`src/rtl/lm07_spi_responder_if.sv`:
```
// lm07_spi_responder_if: SPI bus (CS/SCK/SIO) and host load/status signals
// of the LM07 sensor responder. The slave modport is the responder's view.
interface lm07_spi_responder_if;
    logic       CS;
    logic       SCK;
    logic       SIO;
    logic       SIO_OE;
    logic [7:0] temp_in;
    logic       temp_valid;
    logic       temp_ready;
    logic       busy;
    logic       frame_done;
    logic       frame_abort;
    logic [7:0] frame_count;

    modport slave (
        input  CS, SCK, temp_in, temp_valid,
        output SIO, SIO_OE, temp_ready, busy, frame_done, frame_abort, frame_count
    );

    modport master (
        output CS, SCK, temp_in, temp_valid,
        input  SIO, SIO_OE, temp_ready, busy, frame_done, frame_abort, frame_count
    );
endinterface

```
`src/rtl/lm07_spi_responder.sv`:
```
// lm07_spi_responder: emulates the LM07 temperature sensor on CS/SCK/SIO.
// A host loads a signed {sign, magnitude} value through a one-deep staging
// register; it only becomes the transmitted value between frames.
// Optional macro LM07_SYNC_EN: adds SYNC_STAGES-flop synchronizers on CS/SCK
// for an asynchronous master. Without it CS/SCK must share the SYSCLK domain.
module lm07_spi_responder #(
    parameter int         FRAME_BITS  = 16,
    parameter logic [7:0] TEMP_RESET  = 8'h19,
    parameter int         SYNC_STAGES = 2
) (
    input  logic                SYSCLK,
    input  logic                RSTN,
    lm07_spi_responder_if.slave bus
);

`ifdef LM07_SYNC_EN
    localparam bit SYNC_ON = 1'b1;
`else
    localparam bit SYNC_ON = 1'b0;
`endif
    localparam int SYNC_DEPTH = SYNC_ON ? SYNC_STAGES : 0;

    localparam logic [0:0] ST_IDLE  = 1'b0;
    localparam logic [0:0] ST_SHIFT = 1'b1;

    localparam int                    CNT_W      = $clog2(FRAME_BITS + 1);
    localparam logic [CNT_W-1:0]      EDGE_FULL  = CNT_W'(FRAME_BITS);
    localparam logic [FRAME_BITS-1:0] RESET_WORD = FRAME_BITS'(TEMP_RESET) << (FRAME_BITS - 8);

    logic csNow, sckNow;
    logic csPrevQ, sckPrevQ;
    logic csFall, csRise, sckFall, sckRise;

    logic [0:0]            stateQ, stateD;
    logic [FRAME_BITS-1:0] shiftQ, shiftD, frameWord;
    logic [CNT_W-1:0]      edgeCntQ, edgeCntD;
    logic [7:0]            activeQ, activeD;
    logic [7:0]            stagedQ, stagedD;
    logic                  stagedFullQ, stagedFullD;
    logic [7:0]            frameCountQ, frameCountD;
    logic                  doneQ, doneD, abortQ, abortD;
    logic [6:0]            magSat;
    logic [7:0]            tempNorm;
    logic                  accept, commit;

    generate
        if (SYNC_DEPTH > 0) begin : g_sync
            logic [SYNC_DEPTH-1:0] csSyncQ, sckSyncQ;

            // Synchronizer chains; reset low so CS has to be seen high before a frame can start.
            always_ff @(posedge SYSCLK or negedge RSTN) begin
                if (!RSTN) begin
                    csSyncQ  <= '0;
                    sckSyncQ <= '0;
                end else begin
                    csSyncQ  <= (csSyncQ << 1) | SYNC_DEPTH'(bus.CS);
                    sckSyncQ <= (sckSyncQ << 1) | SYNC_DEPTH'(bus.SCK);
                end
            end

            assign csNow  = csSyncQ[SYNC_DEPTH-1];
            assign sckNow = sckSyncQ[SYNC_DEPTH-1];
        end else begin : g_direct
            assign csNow  = bus.CS;
            assign sckNow = bus.SCK;
        end
    endgenerate

    // Previous-value registers for edge detection; low after reset so a CS that is
    // already low (reset mid-frame) is not mistaken for a new frame start.
    always_ff @(posedge SYSCLK or negedge RSTN) begin
        if (!RSTN) begin
            csPrevQ  <= 1'b0;
            sckPrevQ <= 1'b0;
        end else begin
            csPrevQ  <= csNow;
            sckPrevQ <= sckNow;
        end
    end

    assign csFall  =  csPrevQ  & ~csNow;
    assign csRise  = ~csPrevQ  &  csNow;
    assign sckFall =  sckPrevQ & ~sckNow;
    assign sckRise = ~sckPrevQ &  sckNow;

    // Saturate magnitude to 99 and fold -0 into +0 before staging.
    always_comb begin
        magSat   = (bus.temp_in[6:0] > 7'd99) ? 7'd99 : bus.temp_in[6:0];
        tempNorm = {bus.temp_in[7] & (magSat != 7'd0), magSat};
    end

    // Word on the wire: the active temperature followed by zero padding.
    always_comb begin
        frameWord = '0;
        frameWord[FRAME_BITS-1 -: 8] = activeQ;
    end

    // Staging handshake: accept when empty, commit to active only while idle.
    always_comb begin
        accept      = bus.temp_valid && !stagedFullQ;
        commit      = stagedFullQ && (stateQ == ST_IDLE);
        activeD     = commit ? stagedQ : activeQ;
        stagedD     = stagedQ;
        stagedFullD = stagedFullQ;
        if (commit) begin
            stagedFullD = 1'b0;
        end
        if (accept) begin
            stagedFullD = 1'b1;
            stagedD     = tempNorm;
        end
    end

    // Frame FSM: reload while idle, shift on SCK falls and count SCK rises while CS is low.
    always_comb begin
        stateD      = stateQ;
        shiftD      = shiftQ;
        edgeCntD    = edgeCntQ;
        frameCountD = frameCountQ;
        doneD       = 1'b0;
        abortD      = 1'b0;
        case (stateQ)
            ST_IDLE: begin
                shiftD = frameWord;
                if (csFall) begin
                    stateD   = ST_SHIFT;
                    edgeCntD = '0;
                end
            end
            ST_SHIFT: begin
                if (csRise) begin
                    stateD = ST_IDLE;
                    if (edgeCntQ == EDGE_FULL) begin
                        doneD       = 1'b1;
                        frameCountD = frameCountQ + 8'd1;
                    end else begin
                        abortD = 1'b1;
                    end
                end else begin
                    if (sckFall) begin
                        shiftD = shiftQ << 1;
                    end
                    if (sckRise && (edgeCntQ != EDGE_FULL)) begin
                        edgeCntD = edgeCntQ + CNT_W'(1);
                    end
                end
            end
            default: begin
                stateD = ST_IDLE;
            end
        endcase
    end

    // State registers.
    always_ff @(posedge SYSCLK or negedge RSTN) begin
        if (!RSTN) begin
            stateQ      <= ST_IDLE;
            shiftQ      <= RESET_WORD;
            edgeCntQ    <= '0;
            activeQ     <= TEMP_RESET;
            stagedQ     <= '0;
            stagedFullQ <= 1'b0;
            frameCountQ <= '0;
            doneQ       <= 1'b0;
            abortQ      <= 1'b0;
        end else begin
            stateQ      <= stateD;
            shiftQ      <= shiftD;
            edgeCntQ    <= edgeCntD;
            activeQ     <= activeD;
            stagedQ     <= stagedD;
            stagedFullQ <= stagedFullD;
            frameCountQ <= frameCountD;
            doneQ       <= doneD;
            abortQ      <= abortD;
        end
    end

    assign bus.SIO         = shiftQ[FRAME_BITS-1];
    assign bus.SIO_OE      = (stateQ == ST_SHIFT);
    assign bus.busy        = (stateQ == ST_SHIFT);
    assign bus.temp_ready  = !stagedFullQ;
    assign bus.frame_done  = doneQ;
    assign bus.frame_abort = abortQ;
    assign bus.frame_count = frameCountQ;

endmodule

```
`src/flat_wrapper.sv`:
```
// flat-port wrapper written by rule: the top's interface ports become plain ports
module lm07_spi_responder_flat 
#(
    parameter int         FRAME_BITS  = 16,
    parameter logic [7:0] TEMP_RESET  = 8'h19,
    parameter int         SYNC_STAGES = 2
)
  (SYSCLK, RSTN, bus_CS, bus_SCK, bus_temp_in, bus_temp_valid, bus_SIO, bus_SIO_OE, bus_temp_ready, bus_busy, bus_frame_done, bus_frame_abort, bus_frame_count);
  lm07_spi_responder_if bus_i ();
  input  logic SYSCLK;
  input  logic RSTN;
  input wire logic [$bits(bus_i.CS)-1:0] bus_CS;
  input wire logic [$bits(bus_i.SCK)-1:0] bus_SCK;
  input wire logic [$bits(bus_i.temp_in)-1:0] bus_temp_in;
  input wire logic [$bits(bus_i.temp_valid)-1:0] bus_temp_valid;
  output wire logic [$bits(bus_i.SIO)-1:0] bus_SIO;
  output wire logic [$bits(bus_i.SIO_OE)-1:0] bus_SIO_OE;
  output wire logic [$bits(bus_i.temp_ready)-1:0] bus_temp_ready;
  output wire logic [$bits(bus_i.busy)-1:0] bus_busy;
  output wire logic [$bits(bus_i.frame_done)-1:0] bus_frame_done;
  output wire logic [$bits(bus_i.frame_abort)-1:0] bus_frame_abort;
  output wire logic [$bits(bus_i.frame_count)-1:0] bus_frame_count;
  assign bus_i.CS = bus_CS;
  assign bus_i.SCK = bus_SCK;
  assign bus_i.temp_in = bus_temp_in;
  assign bus_i.temp_valid = bus_temp_valid;
  assign bus_SIO = bus_i.SIO;
  assign bus_SIO_OE = bus_i.SIO_OE;
  assign bus_temp_ready = bus_i.temp_ready;
  assign bus_busy = bus_i.busy;
  assign bus_frame_done = bus_i.frame_done;
  assign bus_frame_abort = bus_i.frame_abort;
  assign bus_frame_count = bus_i.frame_count;
  lm07_spi_responder #(.FRAME_BITS(FRAME_BITS), .TEMP_RESET(TEMP_RESET), .SYNC_STAGES(SYNC_STAGES)) u_core (.SYSCLK(SYSCLK), .RSTN(RSTN), .bus(bus_i));
endmodule
```
`config.mk`:
```
export PLATFORM = sky130hd
export DESIGN_NAME = lm07_spi_responder_flat
export DESIGN_NICKNAME = d
export VERILOG_FILES = /design/src/rtl/lm07_spi_responder_if.sv /design/src/rtl/lm07_spi_responder.sv /design/src/flat_wrapper.sv
export SDC_FILE = /design/constraint.sdc
export NUM_CORES = 1
export LEC_CHECK = 0
export CORE_MARGIN = 1.5
export CORE_UTILIZATION = 35
export CTS_CLUSTER_DIAMETER = 50
export DETAILED_ROUTE_END_ITERATION = 6
export PLACE_DENSITY = 0.65
export SETUP_SLACK_MARGIN = 0.1
export SLEW_MARGIN = 20
export SYNTH_ARGS = -nofsm -noshare
export SYNTH_HDL_FRONTEND = slang
export SYNTH_SLANG_ARGS = --single-unit
```
`constraint.sdc`:
```
create_clock -name SYSCLK -period 1.8 [get_ports SYSCLK]
set_input_delay 0.18 -clock SYSCLK [delete_from_list [all_inputs] [get_ports SYSCLK]]
set_output_delay 0.18 -clock SYSCLK [all_outputs]
set_load 0.005 [all_outputs]
```
==> out/metrics.csv <==
metric,value,unit
status,completed,
cts_buffer_depth,2,
synth_edf_count,0,
critPathMaxStageDelay,0.40,ns
netlist_instances,159,
crit_chain,"inv_2, ha_1, and4bb_2, or3_1, a21oi_2, o21ai_1",
fill_cells,520,
die_area,5784,um2
diodes,0,
critical-path-top-delay-family,simple AND/OR/NAND/NOR gates,
yosysWarnings,0,
seq_area_frac_synth,58.00,%
ios,27,
post_drt_wl_per_cell,11.81,um
crit_path_start_kind,flop,
drt_iter0_markers,70,
worstPathMaxFanout,4,
post-route-util,45.11,%
synth_nets,175,
start_util,36.34,%
cp_slowest_cell,dfrtp_1,
hold_class,input pin to flop,
cp.arrival,1.80,ns
coreArea,5140,um2
grt_pass1_wl,5471,um
synth_seq_cells,43,
cp-end-kind,flop,
finalCriticalPeriod,1.615,ns
cts_root_buffer,clkbuf_8,
rsz0062_at_grt,no,
power.density,1045,nW/um2
vias,1248,
async_flop_share,100.0,%
holdPathStages,1,
post-dp-hpwl,2179,um
critical_path_depth,6,
layout_common_cells,"dfrtp_1, clkdlybuf4s50_1, nand2_1, nor2_1, a21oi_1",
overflow,0,
dr.pass1.iters,3,
globalplace.congestion,0.7154,
grt_pass1_vias,1206,
drc,0,
cts_tree,yes,
cts_buffers,5,
yosysTopAreaCellShare,49.56,%
clk_latency,0.29,ns
critPathBufInv,1,
drive_above_1_share,19.59,%
numClockSinks,43,
synth_top_area_cell,dfrtp_1,
slew_viol_final,0,
hold_violations,0,
synthTopCellsByArea,"dfrtp_1, dfstp_2, mux2_2",
max_freq,0.6191,GHz
vdd_drop_max,0.0004778,V
synth_cell_types,40,
rows,26,
clkTransAtPathRegs,0.08,ns
reg2reg_depth,6,
synth_area,1868,um2
globalRouteTotalUtil,11.90,%
port_buffers,26,
critPathKind,flop to flop,
r2r_setup_slack,0.18,ns
nNetsFinal,209,
post-route-period-util,89.74,%
leakage,1.028,nW
ant_nets,0,
synth_ff_type,dfrtp_1,
required,1.98,ns
multi_input_area,724.4,um2
relSlewSlack,64.61,%
skew,0.004290,ns
avgViaCountPerCell,4.727,
drt_wl_total,3117,um
postCtsSetupBuffers,0,
grt_max_degree,44,
grt_antenna_before_repair,0,
setup_violations,0,
worstMarginPinSlew,0.5309,ns
avgSynthCellArea,11.75,um2
die_height,76.06,um
fin_setup_tns,0,ns
h-tree-depth,2,
final_common_cell,dfrtp_1,
regArea,1085,um2
drv_cap,0,
synthToLayoutAreaGrowth,24.11,%
die_w,76.06,um
==> metrics by stage <==
stage	std cells	worst slack [ns]	hold slack, ns	power (W)	area, um2
floorplan	159	0.2600	-0.1156	0.001680	1868
global placement	255	0.04766	0.2858	0.001851	2221
detailed placement	255	0.05310	0.2852	0.001866	2221
CTS	264	0.1146	0.3649	0.002455	2313
global route	264	0.1173	0.3677	0.002587	2318
finish	264	0.1848	0.3737	0.002424	2318
==> worst register-to-register path: stages (launching register included) <==
cell	delay, ns
dfrtp_1	0.40
inv_2	0.06
ha_1	0.19
and4bb_2	0.26
or3_1	0.38
a21oi_2	0.15
o21ai_1	0.07
==> cells by family (layout without fill, tap and decap cells) <==
| group | count (synthesis) | after routing | synth area share [%] |
|---|---|---|---|
| AO/OA/AOI/OAI | 27 | 27 | 9.311 |
| XOR/XNOR | 8 | 8 | 3.751 |
| adder cells (fa/ha/maj) | 3 | 3 | 2.010 |
| buffers and inverters | 13 | 48 | 3.483 |
| flip-flops | 43 | 43 | 58.00 |
| multiplexers | 17 | 17 | 9.980 |
| AND/OR/NAND/NOR | 48 | 48 | 13.46 |
==> per-layer routing <==
metal  part of all wire, %  wire (um)  track usage, %  up-vias
met4                   1.9         58           5.556        0
met3                   3.8        117           3.234        7
met5                     0          0               0        -
li1                      -          -               -      626
met1                    51       1578           15.46      588
met2                    44       1362           18.56       27
==> state kept, by name, summed over array words and instances (netlist names) <==
signal	flops
u_core.activeQ	8
u_core.bus.SIO_OE	1
u_core.bus.frame_abort	1
u_core.bus.frame_count	8
u_core.bus.frame_done	1
u_core.csPrevQ	1
u_core.edgeCntQ	5
u_core.sckPrevQ	1
u_core.shiftQ	8
u_core.stagedFullQ	1
u_core.stagedQ	8
==> final timing paths <==
kind,from,endpoint
worst min-delay path,bus_CS,u_core.csPrevQ
worst max register to register,u_core.edgeCntQ[0],u_core.edgeCntQ[1]
worst max-delay path,u_core.edgeCntQ[0],u_core.edgeCntQ[1]
max in group asynchronous,RSTN,u_core.bus.SIO_OE
min in group asynchronous,RSTN,u_core.edgeCntQ[0]
worst min register to register,u_core.shiftQ[8],u_core.shiftQ[8]
==> power by group <==
| group | internal (W) | total, W | switching, W |
|---|---|---|---|
| clock network | 0.000272 | 0.000575 | 0.000303 |
| logic | 0.000266 | 0.000469 | 0.000203 |
| registers | 0.00124 | 0.00138 | 0.000136 |
| total | 0.00178 | 0.00242 | 0.000642 |
==> synth_stat cells (all sizes together), types with 4 or more instances <==
master / n
a22o: 4
xnor2: 6
nand3: 6
mux2: 10
nand2: 12
a21oi: 11
dfrtp: 37
nor2: 12
buf: 6
inv: 6
dfstp: 6
mux2i: 7
o21ai: 7
==> repair_timing <==
item,CTS,global route
gates cloned,0,0
resized for setup,1,4
hold endpoints to repair,37,0
endpoints found under the setup margin,1,9
hold buffers,1,0
pin swaps,0,1
==> final cells by class <==
| type | count | area share [%] |
|---|---|---|
| Sequential cell | 43 | 46.79 |
| Multi-Input combinational cell | 103 | 31.25 |
| Timing Repair Buffer | 34 | 13.71 |
| Tap cell | 70 | 3.778 |
| Clock buffer | 7 | 3.292 |
| Inverter | 6 | 0.9714 |
| Clock inverter | 1 | 0.2159 |
Note: power is estimated with default switching activity, not from simulation.
==> patch (same flow settings) <==
Make the reset (`RSTN`) synchronous in 3 clocked blocks. Comments in the files are not updated.
--- a/src/rtl/lm07_spi_responder.sv
+++ b/src/rtl/lm07_spi_responder.sv
@@ -48,7 +48,7 @@
             logic [SYNC_DEPTH-1:0] csSyncQ, sckSyncQ;
 
             // Synchronizer chains; reset low so CS has to be seen high before a frame can start.
-            always_ff @(posedge SYSCLK or negedge RSTN) begin
+            always_ff @(posedge SYSCLK) begin
                 if (!RSTN) begin
                     csSyncQ  <= '0;
                     sckSyncQ <= '0;
@@ -68,7 +68,7 @@
 
     // Previous-value registers for edge detection; low after reset so a CS that is
     // already low (reset mid-frame) is not mistaken for a new frame start.
-    always_ff @(posedge SYSCLK or negedge RSTN) begin
+    always_ff @(posedge SYSCLK) begin
         if (!RSTN) begin
             csPrevQ  <= 1'b0;
             sckPrevQ <= 1'b0;
@@ -152,7 +152,7 @@
     end
 
     // State registers.
-    always_ff @(posedge SYSCLK or negedge RSTN) begin
+    always_ff @(posedge SYSCLK) begin
         if (!RSTN) begin
             stateQ      <= ST_IDLE;
             shiftQ      <= RESET_WORD;
Check against the original RTL: differs if RSTN is asserted again (counterexample within 4 cycles, from zero or initial values and one cycle with RSTN low); with RSTN held inactive, the same outputs for 10 cycles.
==> patch against the original RTL <==
- sequential cell count did not move
- design area fell by 0.22%
- worst hold slack improved by 0.077 ns
- wire length rose by 8.4%
- synthesized area fell by 1.3%
- setup slack got worse by 0.0048 ns
- die area fell by 1.2%
Power is not compared: it rests on default switching activity, and its combinational part moved more than twofold at a synthesized area within 25%.
==> patch: results (changes against the original RTL) <==
stage;metric;value;unit;change
run_status;status;complete, no violations;;
sta;whs;0.451;ns;+0.0771 ns
yosys;synth_area_leaders;dfxtp_1 47%, nand2_1 5.7%, mux2i_1 3.8%, xnor2_1 3.3%, nand3_1 3.0%;;
worst_hold_path;hold_path_depth;2;;+1
cells_and_area;instances_no_fill;301;;+14%
grt;grt_start_max_net_pins;31;;-30%
placed_design;dp_slack;0.0700;ns;+0.0169 ns
cells_and_area;layout.nets;246;;+18%
yosys;synth_cell_types;38;;-5.0%
yosys;seq_area_frac_synth;46.7;%;-11 points
grt;grt_pass1_wl;5.85;mm;+6.9%
yosys;yosys.area_share.adder;2.04;%;+0.026 points
worst_hold_path;min_from;u_core.activeQ[1];;
cells_and_area;drive_gt1_share;8.66;%;-11 points
setup_path;r2r-start;u_core.edgeCntQ[0];;
yosys;async_reset_ff_share;0;%;-100 points
clocking;holdBufCountCts;0;;-1
sta;fin_skew;0.0101;ns;+0.00578 ns
placed_design;dp.cells;293;;+15%
placed_design;hpwl;2.49;mm;+14%
yosys;synthTopCellsByCount;43 x dfxtp_1, 28 x nand2_1, 11 x nand3_1, 9 x o21ai_0;;
yosys;synth_compound_area_share;11.3;%;+2.0 points
cells_and_area;fill_cells;533;;+2.5%
yosys;syn_area_per_cell;9.04;um^2;-23%
yosys;synth-xor-area-share;3.80;%;+0.048 points
placed_design;place.gp.congestion;0.752;;+5.1%
route;via_per_inst;4.83;;+2.1%
route;first_pass_iters;4;;+1
setup_path;cp_slowest_cell;dfxtp_1;;
grt;grt_use_total;13.4;%;+1.5 points
route;wl_per_cell;11.2;um;-4.9%
worst_hold_path;hold_path_class;reg2reg;;
setup_path;r2r-end;u_core.bus.frame_count[4];;
yosys;synth_ff_type;dfxtp_1;;
grt;grt_pass1_vias;1357;;+13%
## patch: cell types whose count changed after synthesis, sizes merged, moves of 8 or more
cell | unedited run | this run
dfrtp | 37 | 0
dfxtp | 0 | 43
nand2 | 12 | 28
a21boi | 0 | 9
mux2 | 10 | 2
and2 | 0 | 9
## patch: worst register-to-register path: cells and delay by family, from the launching register on
family / cells / cell delay (ns)
AND/OR/NAND/NOR: 3 / 0.61
multiplexers: 1 / 0.14
buffers and inverters: 2 / 0.29
adder cells (fa/ha/maj): 1 / 0.14
flip-flops: 1 / 0.35
## patch: final cells by class
type                            instances  share of cell area, %
Sequential cell                        43                   37.3
Clock inverter                          3                   1.89
Clock buffer                            5                   2.97
Timing Repair Buffer                   31                   13.4
Tap cell                               70                   3.79
Multi-Input combinational cell        145                   40.0
Inverter                                4                  0.649
## patch: metal layers
metal / track usage [%] / wire length, um / up-vias
li1: - / - / 755
met5: 0 / 0 / -
met4: 4.76 / 33 / 0
met2: 22.0 / 1530 / 28
met3: 3.57 / 157 / 5
met1: 17.0 / 1660 / 665
## patch: what timing repair did
action	CTS	global route
resized for setup	1	2
gates cloned	0	0
endpoints found under the setup margin	4	9
## patch: power breakdown
group	internal (uW)	switching, uW	leakage, uW
Clock	413	335	0.0000581
Combinational	77.9	72.3	0.000500
Sequential	983	20.7	0.000351
## patch: kinds of logic after synthesis
logic type	Yosys count
flops	43
mux	9
fa+ha+maj	3
buf+inv	16
simple gates	92
xor+xnor	8
compound gates	33
## patch: metrics by stage
step | cell area (um^2) | util (%)
2_1_floorplan | 1840 | -
3_3_place_gp | 2180 | 42.8
3_5_place_dp | 2180 | 42.8
4_1_cts | 2300 | 45.1
5_1_grt | 2310 | 45.3
6_report | 2310 | 45.3
## patch: worst max-delay path by stage
stage | start | endpoint | slack [ns] | cells after the start
detailed placement | u_core.edgeCntQ[0] | u_core.bus.frame_count[4] | 0.07 | 7
global placement | u_core.edgeCntQ[0] | u_core.bus.frame_count[4] | 0.09 | 7
global route | u_core.edgeCntQ[0] | u_core.bus.frame_count[4] | 0.09 | 7
finish | u_core.edgeCntQ[0] | u_core.bus.frame_count[4] | 0.18 | 7
CTS | u_core.bus.SIO_OE | bus_busy | 0.12 | 1
floorplan | u_core.edgeCntQ[0] | u_core.edgeCntQ[2] | 0.25 | 7
